File: src/rtl/button_event_debouncer.sv
// Per-channel 2-FF sync, debounce and press/release/long-press/repeat event generation.
// Latency: input -> o_Debounced after DEBOUNCE_LIMIT+2 edges; no backpressure, all outputs registered.
module button_event_debouncer #(
  parameter int NUM_BUTTONS    = 4,
  parameter int DEBOUNCE_LIMIT = 250000,
  parameter int HOLD_LIMIT     = 12500000,
  parameter int REPEAT_PERIOD  = 2500000,
  parameter bit REPEAT_EN      = 1'b1
) (
  input  logic                   i_Clk,
  input  logic                   i_Rst_L,
  input  logic [NUM_BUTTONS-1:0] i_Buttons,
  output logic [NUM_BUTTONS-1:0] o_Debounced,
  output logic [NUM_BUTTONS-1:0] o_Press_Pulse,
  output logic [NUM_BUTTONS-1:0] o_Release_Pulse,
  output logic [NUM_BUTTONS-1:0] o_Long_Press,
  output logic [NUM_BUTTONS-1:0] o_Repeat_Pulse
);

  localparam int DW = $clog2(DEBOUNCE_LIMIT);
  localparam int HW = $clog2(HOLD_LIMIT);
  localparam int RW = $clog2(REPEAT_PERIOD);
  localparam logic [DW-1:0] DEB_MAX  = DW'(DEBOUNCE_LIMIT - 1);
  localparam logic [HW-1:0] HOLD_MAX = HW'(HOLD_LIMIT - 1);
  localparam logic [RW-1:0] REP_MAX  = RW'(REPEAT_PERIOD - 1);

  typedef enum logic [1:0] {IDLE, PRESSED, HELD} evt_state_t;

  logic [NUM_BUTTONS-1:0] sync_s1;
  logic [NUM_BUTTONS-1:0] sync_s2;

  always_ff @(posedge i_Clk) begin
    if (!i_Rst_L) begin
      sync_s1 <= '0;
      sync_s2 <= '0;
    end else begin
      sync_s1 <= i_Buttons;
      sync_s2 <= sync_s1;
    end
  end

  for (genvar n = 0; n < NUM_BUTTONS; n++) begin : g_chan
    logic [DW-1:0] deb_cnt;
    logic          deb_q, press_q, rel_q, long_q, rpt_q;
    logic          deb_hit, press_acc, rel_acc;
    evt_state_t    state_q, state_d;
    logic [HW-1:0] hold_q, hold_d;
    logic [RW-1:0] rep_q, rep_d;
    logic          long_d, rpt_d;

    // A new level is accepted only after DEBOUNCE_LIMIT consecutive differing samples.
    assign deb_hit   = (sync_s2[n] != deb_q) && (deb_cnt == DEB_MAX);
    assign press_acc = deb_hit &  sync_s2[n];
    assign rel_acc   = deb_hit & ~sync_s2[n];

    always_ff @(posedge i_Clk) begin
      if (!i_Rst_L) begin
        deb_cnt <= '0;
        deb_q   <= 1'b0;
        press_q <= 1'b0;
        rel_q   <= 1'b0;
      end else begin
        press_q <= press_acc;
        rel_q   <= rel_acc;
        if (sync_s2[n] == deb_q) begin
          deb_cnt <= '0;
        end else if (deb_hit) begin
          deb_q   <= sync_s2[n];
          deb_cnt <= '0;
        end else begin
          deb_cnt <= deb_cnt + 1'b1;
        end
      end
    end

    always_comb begin
      state_d = state_q;
      hold_d  = hold_q;
      rep_d   = rep_q;
      long_d  = long_q;
      rpt_d   = 1'b0;
      case (state_q)
        IDLE: begin
          long_d = 1'b0;
          if (press_acc) begin
            state_d = PRESSED;
            hold_d  = '0;
          end
        end
        PRESSED: begin
          if (rel_acc) begin
            state_d = IDLE;
            hold_d  = '0;
          end else if (hold_q == HOLD_MAX) begin
            state_d = HELD;
            hold_d  = '0;
            rep_d   = '0;
            long_d  = 1'b1;
            rpt_d   = REPEAT_EN;
          end else begin
            hold_d = hold_q + 1'b1;
          end
        end
        HELD: begin
          // Release wins over a repeat hit landing in the same cycle.
          if (rel_acc) begin
            state_d = IDLE;
            rep_d   = '0;
            long_d  = 1'b0;
          end else if (rep_q == REP_MAX) begin
            rep_d = '0;
            rpt_d = REPEAT_EN;
          end else begin
            rep_d = rep_q + 1'b1;
          end
        end
        default: begin
          state_d = IDLE;
          hold_d  = '0;
          rep_d   = '0;
          long_d  = 1'b0;
        end
      endcase
    end

    always_ff @(posedge i_Clk) begin
      if (!i_Rst_L) begin
        state_q <= IDLE;
        hold_q  <= '0;
        rep_q   <= '0;
        long_q  <= 1'b0;
        rpt_q   <= 1'b0;
      end else begin
        state_q <= state_d;
        hold_q  <= hold_d;
        rep_q   <= rep_d;
        long_q  <= long_d;
        rpt_q   <= rpt_d;
      end
    end

    assign o_Debounced[n]     = deb_q;
    assign o_Press_Pulse[n]   = press_q;
    assign o_Release_Pulse[n] = rel_q;
    assign o_Long_Press[n]    = long_q;
    assign o_Repeat_Pulse[n]  = rpt_q;
  end

endmodule

File: config.mk
export PLATFORM = sky130hd
export DESIGN_NAME = button_event_debouncer
export DESIGN_NICKNAME = d
export VERILOG_FILES = /design/src/rtl/button_event_debouncer.sv
export SDC_FILE = /design/constraint.sdc
export NUM_CORES = 1
export LEC_CHECK = 0
export BUFFER_PORTS_ARGS = -buffer_cell sky130_fd_sc_hd__buf_4
export CAP_MARGIN = 20
export CELL_PAD_IN_SITES_DETAIL_PLACEMENT = 1
export CELL_PAD_IN_SITES_GLOBAL_PLACEMENT = 2
export CORE_ASPECT_RATIO = 0.9
export CORE_MARGIN = 2
export CORE_UTILIZATION = 42
export CTS_BUF_LIST = sky130_fd_sc_hd__clkbuf_8 sky130_fd_sc_hd__clkbuf_16
export CTS_CLUSTER_DIAMETER = 80
export CTS_CLUSTER_SIZE = 20
export DETAILED_ROUTE_END_ITERATION = 8
export GPL_TIMING_DRIVEN = 0
export PLACE_DENSITY = 0.93
export SLEW_MARGIN = 20
export SYNTH_ARGS = -nofsm -noshare
export SYNTH_HDL_FRONTEND = slang
export SYNTH_SLANG_ARGS = --single-unit
File: constraint.sdc
create_clock -name i_Clk -period 7.99 [get_ports i_Clk]
set_input_delay 0 -clock i_Clk [delete_from_list [all_inputs] [get_ports i_Clk]]
set_output_delay 0 -clock i_Clk [all_outputs]
set_load 0.01 [all_outputs]
==> impl_summary.md <==
Floorplan
The count of boundary I/O pins is 26. The floorplan step defined a die boundary enclosing 36400 µm². The width of the die is 201 µm. For this configuration, the core starts out at a cell density of 42.9%. The height of the chip is 181 µm.

The number of core rows is 64. The area inside the core boundary is 34200 µm².

Route
The number of nets still failing antenna checks after routing is 0. The post-detailed-route wirelength per cell is 17.7 µm. The first routing iteration left 692 violations. For this run, design rule violations remaining after detail routing come to 0. The final wirelength is 40.5 mm. The first-pass detailed-route iteration total is 5.

The via count normalized by instance count is 5.77. The count of vias placed by the detailed router is 13200.

Worst hold path
In this run the most critical hold path is launched from i_Buttons[1]. The worst hold-check path type is in2reg. The number of cells on the worst hold path is 3.

The terminating pin of the worst hold path is sync_s1[1]$_SDFF_PN0_.

Clock network
No sink is reached through more buffers than the 3 on the longest clock path. The number of hold-repair buffers added at the cts stage is 4. The clock tree from TritonCTS is built.

The number of H-tree levels is 1. For the worst-skew pair, the clock arrives at the later sink with an insertion delay of 0.53 ns. The CTS buffer count is 18. The tree is rooted in a sky130_fd_sc_hd__clkbuf_16. The total of cells resized after clock tree synthesis is 0. The clock drives 292 sinks. The clock slew at the register clock pins of the worst setup and hold paths is 0.09 ns. The post-CTS setup-driven buffer insertion count is 0.

Setup path
Traced cell by cell, the critical path runs through ha_1 > nand4_1 > or3_1 > or2_2 > clkbuf_1 > a21oi_1 > nand2_1 > o311ai_0. Data arrives at the worst endpoint at 3.68 ns. The nature of the critical path endpoint is a flop.

STA classifies the critical path startpoint as a flop. Grouping stages by cell kind, the critical path spends the most delay in simple AND/OR/NAND/NOR gates. The cell with the biggest individual delay on the critical path is sky130_fd_sc_hd__a21oi_1. The worst register-to-register path begins at g_chan[1].hold_q[0]$_SDFFE_PN0P_. The kind of critical path is reg2reg. The path depth of the worst reg2reg path is 8. At the worst endpoint, the required time is 8.41 ns.

The maximum fanout along the worst path is 8. The worst register-to-register path ends at g_chan[1].rep_q[20]$_SDFFE_PN0P_. Counting both buffers and inverters, the worst setup path holds a total of 1. For this run, the slowest stage of the critical path takes 0.65 ns. The worst register-to-register path has a setup slack of 4.73 ns.

Power and ir drop
The worst-case IR drop observed on VDD is 0.0852 mV. Dividing total power by cell area gives a power density of 153 nW/µm². The completed layout was analyzed and its total power is 2.44 mW. For this design the static power due to leakage is 5.17 nW.

Timing
The number of max-slew violations in the final report is 0. Derived from the worst setup path, the maximum achievable clock frequency is 307 MHz. After layout, the worst path uses 40.8% of the clock period. The final setup violation count is 0.

The final worst clock skew is 0.0272 ns. The transition time of the tightest slew-check pin is 1.10 ns. The post-route minimum period is 3.26 ns.

The final hold violation count was 0. Setup repair after global routing left no endpoint under its margin. Headroom to the max-slew limit came out at 26.2%. The aggregate negative setup slack is 0 ns.

Cells and area
Of the cells placed in the final design, the portion with a size suffix greater than 1 is 5.57%. The filler cells instantiated in the layout total 4160. The number of nets in the layout is 1860. The synthesis-to-finish area growth is 8.94%. The number of diodes added for antenna fixing is 0. The finished layout holds 2293 standard cells, fillers aside.

Yosys
The count of flip-flops with a built-in enable after synthesis is 0. The synthesized cell area is 14700 µm². sky130_fd_sc_hd__dfxtp_1 takes more of the synthesized area than any other cell. The count of warnings emitted by yosys is 0. After synthesis, the netlist uses 70 different library cells. The synthesized area per cell is 8.23 µm².

Sorting the synthesized cells by area gives the leading types as sky130_fd_sc_hd__dfxtp_1 (40%), sky130_fd_sc_hd__nor2_1 (6.2%), sky130_fd_sc_hd__xnor2_1 (5.2%). The share of the yosys chip area belonging to registers is 39.9%. For this run, asynchronously set or reset flops after synthesis account for 0%. The number of synthesized register bits is 292.

Synthesis handed over a netlist of 1782 instances. The synthesized design devotes to its leading area cell type 39.9% of total area. In the synthesized netlist the dominant register cell turns out to be sky130_fd_sc_hd__dfxtp_1.

The net count after synthesis is 1812.

Place
The detailed-placement wirelength estimate is 28.8 mm. The number of instances in the placed design is 2268. The count of buffers from port buffering is 24. The last weighted congestion value of the routability-driven placer is 0.828.

Global route
The pin count of the biggest net entering global routing is 21. The number of global-route vias before repair is 13400. The initial antenna violation count is 0. Global routing used 22.0% of the available tracks. The first-pass GRT wire length is 68.0 mm. The total grt overflow is 0.

Run status
The flow ran to the end, and the final reports show no timing, DRC or antenna violations.

Job
The max-capacitance violation count is 0.
==> through the flow <==
stage	setup WS, ns	hold WS, ns	cell area, µm²	util [%]
after floorplan	5.22	0.127	14700	-
after global placement	4.51	0.219	15400	45.1
after detailed placement	4.55	0.218	15400	45.1
after CTS	4.50	0.211	16000	46.7
after global routing	4.47	0.240	16000	46.7
final	4.73	0.227	16000	46.7
==> metal layers <==
layer,up-vias,track usage [%],wire (µm)
met3,48,1.84,964
met1,6558,29.8,19500
met2,151,37.8,19100
li1,6481,-,-
met5,-,0,0
met4,0,5.42,844
==> worst reg2reg max path, cell delays in order, from the launching register on <==
cell and delay (ns):
sky130_fd_sc_hd__dfxtp_1 0.38, sky130_fd_sc_hd__ha_1 0.21, sky130_fd_sc_hd__nand4_1 0.16, sky130_fd_sc_hd__or3_1 0.45, sky130_fd_sc_hd__or2_2 0.31, sky130_fd_sc_hd__clkbuf_1 0.17, sky130_fd_sc_hd__a21oi_1 0.65, sky130_fd_sc_hd__nand2_1 0.41
sky130_fd_sc_hd__o311ai_0 0.41
==> final cells by class <==
class	count	area, µm²	share of cell area [%]
multi-input combinational	1356	8260	51.7
sequential	292	5850	36.6
tap	462	578	3.62
clock buffer	19	475	2.98
buffer	100	455	2.85
timing repair buffer	28	220	1.38
inverter	34	128	0.799
clock inverter	2	12.5	0.0783
==> report_power, final <==
part	switching (mW)	internal, mW	leakage, nW	total (mW)
registers	0.00155	1.46	2.35	1.46
logic	0.0374	0.0106	2.57	0.0480
clock network	0.507	0.427	0.244	0.934
total	0.546	1.89	5.17	2.44
==> placed cells by master (no fill, tap or decap), types with 17 or more instances in the layout <==
master,n
sky130_fd_sc_hd__dfxtp_1,292
sky130_fd_sc_hd__nor2_1,241
sky130_fd_sc_hd__nand2_1,151
sky130_fd_sc_hd__nand3_1,116
sky130_fd_sc_hd__xnor2_1,87
sky130_fd_sc_hd__nor3_1,81
sky130_fd_sc_hd__clkbuf_1,70
sky130_fd_sc_hd__nand4_1,63
sky130_fd_sc_hd__and3_1,62
sky130_fd_sc_hd__xor2_1,62
sky130_fd_sc_hd__a21oi_1,59
sky130_fd_sc_hd__o21ai_0,49
sky130_fd_sc_hd__buf_4,44
sky130_fd_sc_hd__inv_1,35
sky130_fd_sc_hd__nor4_1,29
sky130_fd_sc_hd__nor4b_1,26
sky130_fd_sc_hd__o211ai_1,26
sky130_fd_sc_hd__ha_1,24
sky130_fd_sc_hd__nor2b_1,20
sky130_fd_sc_hd__clkbuf_16,19
sky130_fd_sc_hd__and4_1,18
sky130_fd_sc_hd__nand4b_1,17
==> worst max-delay path by stage <==
| stage | from | slack (ns) | cells after the start | endpoint |
|---|---|---|---|---|
| 6_report | g_chan[1].hold_q[0]$_SDFFE_PN0P_ | 4.73 | 8 | g_chan[1].rep_q[20]$_SDFFE_PN0P_ |
| 5_1_grt | g_chan[3].deb_cnt[16]$_SDFF_PP0_ | 4.47 | 8 | g_chan[3].hold_q[6]$_SDFFE_PN0P_ |
| 4_1_cts | g_chan[0].hold_q[8]$_SDFFE_PN0P_ | 4.50 | 6 | g_chan[0].rep_q[17]$_SDFFE_PN0P_ |
| 3_5_place_dp | g_chan[0].hold_q[8]$_SDFFE_PN0P_ | 4.55 | 6 | g_chan[0].rep_q[17]$_SDFFE_PN0P_ |
| 3_3_place_gp | g_chan[3].deb_cnt[16]$_SDFF_PP0_ | 4.51 | 6 | g_chan[3].rep_q[18]$_SDFFE_PN0P_ |
| 2_1_floorplan | g_chan[3].hold_q[7]$_SDFFE_PN0P_ | 5.22 | 8 | g_chan[3].rep_q[2]$_SDFFE_PN0P_ |
==> synthesized netlist by cell type (all sizes together) (6+ instances only) <==
library cell    n
o21ai          51
buf            30
nand2         152
o21a            6
nor3           82
nand3b          6
nand3         116
a221o           6
a21o            7
a22o            6
nor2b          20
nand4          63
nor3b          12
xnor2          87
ha             24
o41ai           9
nand2b         11
o31ai          11
or2             7
dfxtp         292
nand4b         17
o22ai          10
nor4bb          9
a21oi          59
and2           17
inv            34
a31oi           8
or4            10
and4           18
nor4           31
clkbuf         70
o211ai         26
and3           62
or3            12
or4b            6
xor2           62
nor2          241
nor4b          27
==> cells by family (layout without fill, tap and decap cells) <==
group                      after synthesis  count (layout)  share of synthesized area, %
AOI/OAI and AO/OA                      253             253                          11.8
muxes                                    5               5                         0.341
buffers and inverters                  134             183                          3.98
adders and majority gates               24              24                          2.05
xor gates and xnor gates               149             149                          8.90
DFF                                    292             292                          39.9
and+or+nand+nor                        925             925                          33.1
==> flip-flops by register name, indices dropped and copies added, names as in the netlist <==
register and count:
g_chan.rpt_q 4, sync_s2 4, g_chan.hold_q 96, g_chan.rep_q 88
sync_s1 4, g_chan.state_q 8, g_chan.deb_cnt 72, g_chan.rel_q 4
g_chan.press_q 4, g_chan.deb_q 4, g_chan.long_q 4
Power figures use the tool's default switching activity.
